`src/rtl/fifo_reg_sync.sv`:
```
// fifo_reg_sync: single-clock register FIFO with fill level, programmable thresholds and sticky errors.
// Define FIFO_REG_SYNC_FWFT_EN for first-word-fall-through reads; default is registered read.
module fifo_reg_sync #(
    parameter int DATA_WIDTH = 8,
    parameter int DATA_DEPTH = 16,
    localparam int LVL_W = $clog2(DATA_DEPTH + 1),
    localparam int AW = $clog2(DATA_DEPTH)
) (
    input  logic                  clk,
    input  logic                  rst,
    input  logic                  wr_dv,
    input  logic [DATA_WIDTH-1:0] wr_data,
    input  logic                  rd_en,
    output logic [DATA_WIDTH-1:0] rd_data,
    output logic                  rd_valid,
    output logic                  full,
    output logic                  empty,
    output logic                  almost_full,
    output logic                  almost_empty,
    input  logic [LVL_W-1:0]      af_thr,
    input  logic [LVL_W-1:0]      ae_thr,
    output logic [LVL_W-1:0]      level,
    output logic                  overflow,
    output logic                  underflow,
    input  logic                  err_clr
);
    logic [DATA_WIDTH-1:0] mem [DATA_DEPTH];
    logic [AW-1:0] wr_ptr_q, wr_ptr_d, rd_ptr_q, rd_ptr_d;
    logic [LVL_W-1:0] level_q, level_d;
    logic overflow_q, overflow_d, underflow_q, underflow_d;
    logic rd_acc, wr_acc;

    assign full = level_q == LVL_W'(DATA_DEPTH);
    assign empty = level_q == '0;
    assign almost_full = level_q >= af_thr;
    assign almost_empty = level_q <= ae_thr;
    assign level = level_q;
    assign overflow = overflow_q;
    assign underflow = underflow_q;
    // A read on a full FIFO frees the slot the simultaneous write lands in.
    assign rd_acc = rd_en & !empty;
    assign wr_acc = wr_dv & (!full | rd_acc);

    always_comb begin
        wr_ptr_d = wr_acc ? ((wr_ptr_q == AW'(DATA_DEPTH - 1)) ? '0 : wr_ptr_q + 1'b1) : wr_ptr_q;
        rd_ptr_d = rd_acc ? ((rd_ptr_q == AW'(DATA_DEPTH - 1)) ? '0 : rd_ptr_q + 1'b1) : rd_ptr_q;
        level_d = (wr_acc && !rd_acc) ? level_q + 1'b1 :
                  (rd_acc && !wr_acc) ? level_q - 1'b1 : level_q;
        overflow_d = (wr_dv & !wr_acc) | (overflow_q & !err_clr);
        underflow_d = (rd_en & empty) | (underflow_q & !err_clr);
    end

    always_ff @(posedge clk or negedge rst) begin
        if (!rst) begin
            wr_ptr_q <= '0;
            rd_ptr_q <= '0;
            level_q <= '0;
            overflow_q <= 1'b0;
            underflow_q <= 1'b0;
        end else begin
            wr_ptr_q <= wr_ptr_d;
            rd_ptr_q <= rd_ptr_d;
            level_q <= level_d;
            overflow_q <= overflow_d;
            underflow_q <= underflow_d;
        end
    end

    always_ff @(posedge clk) begin
        if (wr_acc) mem[wr_ptr_q] <= wr_data;
    end

`ifdef FIFO_REG_SYNC_FWFT_EN
    assign rd_data = empty ? '0 : mem[rd_ptr_q];
    assign rd_valid = !empty;
`else
    logic [DATA_WIDTH-1:0] rd_data_q;
    logic rd_valid_q;

    always_ff @(posedge clk or negedge rst) begin
        if (!rst) begin
            rd_data_q <= '0;
            rd_valid_q <= 1'b0;
        end else begin
            rd_valid_q <= rd_acc;
            if (rd_acc) rd_data_q <= mem[rd_ptr_q];
        end
    end

    assign rd_data = rd_data_q;
    assign rd_valid = rd_valid_q;
`endif
endmodule

```
`config.mk`:
```
export PLATFORM = sky130hd
export DESIGN_NAME = fifo_reg_sync
export DESIGN_NICKNAME = d
export VERILOG_FILES = /design/src/rtl/fifo_reg_sync.sv
export SDC_FILE = /design/constraint.sdc
export NUM_CORES = 1
export LEC_CHECK = 0
export CAP_MARGIN = 15
export CELL_PAD_IN_SITES_DETAIL_PLACEMENT = 1
export CELL_PAD_IN_SITES_GLOBAL_PLACEMENT = 1
export CORE_MARGIN = 2
export CORE_UTILIZATION = 42
export DETAILED_ROUTE_END_ITERATION = 16
export PLACE_DENSITY_LB_ADDON = 0.1
export SLEW_MARGIN = 20
export SYNTH_ARGS = -nofsm -noshare
export SYNTH_HDL_FRONTEND = slang
export SYNTH_SLANG_ARGS = --single-unit
```
`constraint.sdc`:
```
create_clock -name clk -period 2.6 [get_ports clk]
set_input_delay 0.26 -clock clk [delete_from_list [all_inputs] [get_ports clk]]
set_output_delay 0.26 -clock clk [all_outputs]
set_load 0.1 [all_outputs]
```
==> results by group <==
Run status
  • Status: finished, final reports clean

Route
  • Wirelength per Cell: 22.6 µm
  • Final wirelength: 14800 µm
  • Pre-antenna DRT Iters: 4
  • Via-per-instance ratio: 5.46
  • First DRT Iteration DRCs: 242
  • Post-route DRC violation count: 0
  • Vias: 3573
  • ANT nets after route: 0

Final layout
  • Non-filler cells, final: 654
  • Diodes inserted: 0
  • Cell area after layout: 7800 µm²
  • Commonest non-fill, non-tap cells in the layout: edfxtp_1 (128), mux2i_1 (33), buf_4 (31), clkdlybuf4s50_1 (22), dfrtp_1 (18)
  • Final net count: 497
  • P&R area growth vs syn: 21.7%
  • Most common cell after layout, fill and taps aside: edfxtp_1
  • Layout cells sized above 1: 0.230

Power
  • Power per Cell Area: 1250 nW/µm²
  • Peak supply drop: 0.893 mV
  • P_leak: 0.00286 µW

Timing
  • Relative max-transition margin: 0.500
  • Final hold viol count: 0
  • # setup viols final: 0
  • Fin crit share: 0.932
  • Worst Tran Pin Value: approximately 750 ps
  • Skew final: 8.70 ps
  • Fin crit period: 2420 ps
  • Final Max Slew Viols: 0
  • Peak Freq: 413 MHz
  • RSZ-0062 raised after global routing: false

Synthesis
  • Seq/Total Area, Yosys: 0.693
  • Syn avg cell area: 16.4 µm²
  • Post-Syn Instances: between 300 and 400
  • Area contributors post-synth: edfxtp_1 (60%), dfrtp_1 (9.4%), mux4_2 (5.6%)
  • Yosys cell types: 45
  • Synth warn: 0
  • Synth area leader: edfxtp_1
  • Post-synth ARST share: 0.158
  • Ys flop type: edfxtp_1
  • Post-synth net total: 436
  • Syn Std Cell Area: 6410 µm²
  • Post-synth EDFFs: 128
  • Synth top area share: 0.599
  • Post-synthesis register bit count: 152

Global route
  • Met2 usage in global routing: 0.321
  • Largest net degree at the start of global routing: 25
  • GRT Util Overall: 0.199
  • Vias in the first global route: 3823
  • Grt ovf: 0
  • Global Route met3 Usage: 0.0456
  • Initial antenna violation count: 0
  • GRT met1 Usage: 0.260
  • First-pass GRT wire length: around 23000 µm
  • GRT Max-Usage Layer: met2

Die
  • Die W: 128 µm
  • # rows: 45
  • Core Region: 15100 µm²
  • Die Y: 128 µm
  • Io pins: 43
  • Initial Util: 0.425
  • Die footprint: 16300 µm²

Clocking
  • TritonCTS Sinks: 152
  • H-tree level count: 4
  • CTS tree: built
  • CTS clock-pin slew for the worst setup and hold paths: 60 ps
  • Clock buffer depth: 2
  • Root Driver: clkbuf_16
  • TritonCTS Buffers: 17
  • Worst-Skew Late Latency: 430 ps

Placed design
  • # port buffers: 42
  • Post-Place Cells: 619
  • Placed cell areas: 7110 µm²
  • GPL Wtd Cong: 0.803
  • HPWL Detailed: 9970 µm

Critical path
  • Cell Chain, Critical Path: ha_4 > nor2b_1 > o21a_1 > o21a_1 > o21a_1 > o22ai_4 > buf_12
  • Critical path peak fanout: 6
  • Critical path launch point type: flip-flop
  • Critical Path Slowest Stage Cell: dfrtp_4
  • Crit-path max cell delay: 530 ps
  • WP data required: 2340 ps
  • Most used cell, CP: o21a_1
  • Critical path type: flip-flop to output port
  • CP Data Arrival Time: 2160 ps
  • CP endpoint kind: output port

Job
  • Max cap viols: 0

Hold path
  • Hold crit path type: input port to asynchronous set/reset pin
==> repair_timing <==
action / CTS / global route
buffers inserted: 0 / 3
setup endpoints to repair: 0 / 3
hold buffers: 0 / 0
resized for setup: 0 / 3
==> cell type report <==
class,count,area (µm²)
flip-flops and latches,152,4460
inverters,20,80.1
multi-input cells,206,1860
clock inverters,14,220
clock buffers,18,439
repair buffers,56,513
well taps,188,235
fillers,1455,7290
==> state kept, by name (all words and copies together), names as in the netlist <==
name	flops
rd_ptr_q	4
rd_data	8
rd_valid	1
level	5
overflow	1
wr_ptr_q	4
mem	128
underflow	1
==> Yosys cell counts, drive strengths merged (3+ instances only) <==
master / n
a21oi: 14
a22oi: 8
and2: 13
and3: 5
buf: 12
dfrtp: 24
edfxtp: 128
ha: 20
inv: 20
mux2i: 33
mux4: 16
nand2: 13
nand3: 7
nor2: 13
nor2b: 4
nor3: 9
o21a: 3
o21ai: 12
o22ai: 17
xnor2: 5
==> report_power, final <==
| group | switching, µW | internal, µW | leakage [µW] | total, µW |
|---|---|---|---|---|
| logic | 2380 | 1300 | 0.00111 | 3680 |
| registers | 331 | 3020 | 0.00144 | 3350 |
| clock network | 1010 | 1740 | 0.000315 | 2750 |
==> worst max-delay path, delay by kind of cell, from the launching register on <==
kind                     cells  cell delay (ps)
AO/OA/AOI/OAI                4              660
flip-flops                   1              530
adder cells (fa/ha/maj)      1              230
buffers and inverters        1              190
AND/OR/NAND/NOR              1              120
==> routing by layer <==
metal,part of all wire,vias up
li1,-,1632
met1,0.43,1834
met2,0.50,86
met3,0.049,21
met4,0.020,0
met5,0,-
==> logic make-up (layout without fill, tap and decap cells) <==
kind of cell | count (synthesis) | in the layout | share of synthesized area
AND/OR/NAND/NOR | 71 | 71 | 0.0616
flip-flops | 152 | 152 | 0.693
XOR/XNOR | 6 | 6 | 0.00819
buffers and inverters | 34 | 108 | 0.0285
adder cells (fa/ha/maj) | 21 | 21 | 0.0421
AO/OA/AOI/OAI | 58 | 58 | 0.0573
multiplexers | 50 | 50 | 0.109
==> worst paths after layout <==
kind | slack [ps] | start | cells past startpoint | endpoint
worst max-delay path | 180 | level[1]$_DFFE_PN0P_ | 7 | almost_empty
min in group clk | 470 | err_clr | 3 | overflow$_DFF_PN0_
worst max register to register | 210 | level[0]$_DFFE_PN0P_ | 11 | level[4]$_DFFE_PN0P_
worst min register to register | 500 | overflow$_DFF_PN0_ | 1 | overflow$_DFF_PN0_
worst min-delay path | 230 | rst | 2 | level[0]$_DFFE_PN0P_
max in group asynchronous | 2060 | rst | 2 | rd_ptr_q[0]$_DFFE_PN0P_
==> metrics by stage <==
| step | power [µW] | setup TNS (ps) | hold WS [ps] | setup WS [ps] | util |
|---|---|---|---|---|---|
| final | 9780 | 0 | 229 | 177 | 0.517 |
| after global placement | 7050 | 0 | 497 | 168 | 0.471 |
| after floorplan | 6050 | -31.8 | -35.6 | -31.8 | - |
| after detailed placement | 7110 | 0 | 490 | 131 | 0.471 |
| after global routing | 10300 | 0 | 276 | 22.5 | 0.517 |
| after CTS | 9870 | 0 | 234 | 15.2 | 0.515 |
(Power assumes the default switching activity.)
==> RTL edit 1, RTL diff (same flow settings) <==
Set the parameter `DATA_DEPTH` to 32 (it was 16).
--- a/src/rtl/fifo_reg_sync.sv
+++ b/src/rtl/fifo_reg_sync.sv
@@ -2,7 +2,7 @@
 // Define FIFO_REG_SYNC_FWFT_EN for first-word-fall-through reads; default is registered read.
 module fifo_reg_sync #(
     parameter int DATA_WIDTH = 8,
-    parameter int DATA_DEPTH = 16,
+    parameter int DATA_DEPTH = 32,
     localparam int LVL_W = $clog2(DATA_DEPTH + 1),
     localparam int AW = $clog2(DATA_DEPTH)
 ) (
Ports: changed (resized ae_thr, af_thr and level); port bits go from 43 to 46. No check against the original RTL was run, so the function may have changed too.
==> RTL edit 1 against the original RTL <==
The flow now finishes with violations (negative setup slack). Count of clock-buffer cells in the layout rose by 15. Synthesized area grew 84%. Final cell count is 82% higher. Total power increased by 62%. Die area increased by 81%. Final area grew 86%. Worst setup slack got worse by 0.37 ns. Wire length increased by 90%. Sequential cell count up 131. Critical endpoint is now level[5]$_DFFE_PN0P_. Largest cell class unchanged. Highest routed layer unchanged.
==> RTL edit 1: results <==
metrics = {
    "status": {
        "outcome": "complete, but fails checks",
        "failed_checks": "negative setup slack",
    },
    "placement": {
        "placedInstanceArea_mm2": 0.0132,
        "dp_hpwl_mm": 18.3,
        "pre_cts_ws_ns": -0.357,
        "portBuffers": 45,
        "dpl.cell_count": 1120,
        "gp_congestion": 0.762,
    },
    "power_and_ir_drop": {
        "p_int_mw": 10.4,
        "power.leakage_nw": 5.11,
    },
    "clocking": {
        "clk_latency_ns": 0.56,
        "cts_buffers": 31,
        "cts_setup_buffers": 8,
        "htreeDepth": 1,
        "cts.path.max_buffers": 3,
    },
    "grt": {
        "grt_pass1_wl_mm": 42.9,
        "grt_use_met2": 0.341,
        "use_met1": 0.264,
        "gr-usage-met3": 0.0272,
        "grt_max_degree": 33,
        "grt.total_usage": 0.198,
    },
    "drt": {
        "dr_wl_met2_mm": 14.3,
        "avgViaCountPerCell": 5.42,
        "drt_wl_total_mm": 28.1,
        "initialDrtViolationCount": 368,
        "drtPass1Iterations": 5,
        "wl_met1_mm": 11.9,
        "wl_met3_mm": 1.19,
    },
    "yosys": {
        "synth-xor-area-share": 0.00298,
        "synth_fa_ha_area_frac": 0.0283,
        "synth-edff-count": 256,
        "synth_compound_area_frac": 0.0437,
        "ys_top_cells_by_count": "edfxtp_1, nor2_1, nand2_1",
        "synthMuxAreaShare": 0.138,
        "synth_nets": 704,
        "synth.area.top_cells": "edfxtp_1, mux4_1, dfrtp_1",
        "async_flop_share": 0.0954,
        "ys_types": 46,
        "synthCells": 653,
        "ys_seq_area_frac": 0.710,
    },
    "layout": {
        "final_cells": 1189,
        "fill_cells": 2579,
        "drive_gt1_frac": 0.284,
    },
    "worst_setup_path": {
        "arrival_ns": 3.26,
        "crit_end": "level[5]$_DFFE_PN0P_",
        "slowest_delay_ns": 0.49,
        "cpLargestDelayFamily": "simple AND/OR/NAND/NOR gates",
        "crit_path_max_fanout": 5,
        "ff2ff_path_depth": 12,
    },
    "timing": {
        "finalClockSkew_ns": 0.0205,
        "maxSlewHeadroom": 0.356,
        "hold_slack_ns": 0.243,
        "fin_ws_ns": -0.194,
        "setup_violations": 3,
    },
}
RTL edit 1: cell types whose count changed after synthesis, sizes merged, moves of 7 or more:
cell,delta
nand2b,+7
o21a,+7
edfxtp,+128
nor2,+31
mux2i,-18
nand2,+30
clkbuf,+9
a22oi,-8
o21ai,+8
and2,-13
mux4,+43
buf,+9
RTL edit 1: power groups by stage:
stage / clock network, mW / logic [mW] / registers [mW]
floorplan: 0 / 2.95 / 6.48
global placement: 0 / 5.28 / 5.79
detailed placement: 0 / 5.42 / 5.82
CTS: 4.65 / 5.64 / 5.73
global route: 4.79 / 6.03 / 5.76
finish: 4.54 / 5.61 / 5.72
RTL edit 1: layout make-up:
class	count	area [um^2]	share of cell area
Timing Repair Buffer	132	1190	0.0820
Sequential cell	283	8380	0.578
Clock buffer	33	783	0.0540
Clock inverter	25	280	0.0193
Tap cell	378	473	0.0326
Inverter	21	92.6	0.00638
Multi-Input combinational cell	317	3310	0.228
==> RTL edit 2, RTL diff (config.mk and constraints unchanged) <==
Without the edit above. Reset style: synchronous (`rst`), changed in 2 clocked blocks.
--- a/src/rtl/fifo_reg_sync.sv
+++ b/src/rtl/fifo_reg_sync.sv
@@ -50,7 +50,7 @@
         underflow_d = (rd_en & empty) | (underflow_q & !err_clr);
     end
 
-    always_ff @(posedge clk or negedge rst) begin
+    always_ff @(posedge clk) begin
         if (!rst) begin
             wr_ptr_q <= '0;
             rd_ptr_q <= '0;
@@ -77,7 +77,7 @@
     logic [DATA_WIDTH-1:0] rd_data_q;
     logic rd_valid_q;
 
-    always_ff @(posedge clk or negedge rst) begin
+    always_ff @(posedge clk) begin
         if (!rst) begin
             rd_data_q <= '0;
             rd_valid_q <= 1'b0;
Check against the original RTL: differs if rst is asserted again (counterexample within 4 cycles, from zero or initial values and one cycle with rst low); with rst held inactive, the same outputs for 10 cycles.
==> RTL edit 2 against the original RTL <==
Final area shrank 1.2%. Worst setup slack better by 0.059 ns. Worst hold slack better by 0.26 ns. Synthesized area decreased by 1.8%. Register-to-register slack improved by 0.03 ns. Global-route usage is 0.96 points lower. Wire length is 5.6% lower. Total power decreased by 24%. Sequential cell count did not move. Critical path type is now reg2reg. Largest cell class unchanged. Highest routed layer unchanged.
==> RTL edit 2: results <==
metrics = {
    "yosys": {
        "synth_area_per_cell_um2": 16.8,
        "synth-xor-area-share": 0.00695,
        "ys_types": 35,
        "synthMuxAreaShare": 0.145,
        "async_flop_share": 0,
        "ys_top_cells_by_count": "edfxtp_1, mux4_2, nor2_1",
        "ys_seq_area_frac": 0.687,
    },
    "power_and_ir_drop": {
        "powerClk_mw": 2.44,
        "power.leakage_nw": 2.69,
    },
    "worst_setup_path": {
        "crit_path_max_fanout": 5,
        "rrSetupSlack_ns": 0.24,
        "r2r_start": "level[0]$_SDFFE_PN0P_",
        "arrival_ns": 2.71,
        "crit_end": "level[4]$_SDFFE_PN0P_",
    },
    "placement": {
        "gp_congestion": 0.763,
        "pre_cts_ws_ns": -0.0608,
        "dpl.cell_count": 611,
    },
    "hold_path": {
        "hold_path_class": "in2reg",
    },
    "drt": {
        "vias": 3451,
        "initialDrtViolationCount": 202,
    },
    "grt": {
        "grt_max_degree": 37,
        "grt_pass1_vias": 3833,
    },
    "timing": {
        "hold_slack_ns": 0.485,
        "tightest_slew_ns": 0.678,
        "post-route-period-util": 0.909,
    },
    "layout": {
        "finalNetCount": 491,
    },
    "status": {
        "outcome": "completed",
    },
}
-- RTL edit 2: worst max-delay path, cell delays in order (launching register included) --
cell	delay (ns)
dfxtp_4	0.37
nor4_4	0.26
buf_4	0.18
a21oi_4	0.06
inv_2	0.06
ha_2	0.21
inv_2	0.07
ha_1	0.29
a21o_1	0.19
a21oi_1	0.18
mux2i_1	0.24
mux2i_1	0.20
-- RTL edit 2: cells by family after synthesis --
family	Yosys count
AO/OA/AOI/OAI	36
flip-flops	152
multiplexers	51
XOR/XNOR	5
AND/OR/NAND/NOR	73
adder cells (fa/ha/maj)	21
buffers and inverters	38
-- RTL edit 2: cell type report --
type	instances	area share
inverters	20	0.00974
clock inverters	13	0.0200
well taps	184	0.0299
clock buffers	19	0.0562
multi-input cells	186	0.240
flip-flops and latches	152	0.564
repair buffers	70	0.0802
-- RTL edit 2: metal layers --
metal  track usage  vias up  routed length [um]
met5             0        -                   0
met4        0.0614        0                 213
met3        0.0502       15                 481
met2         0.320       61                7080
met1         0.239     1777                6180
li1              -     1598                   -
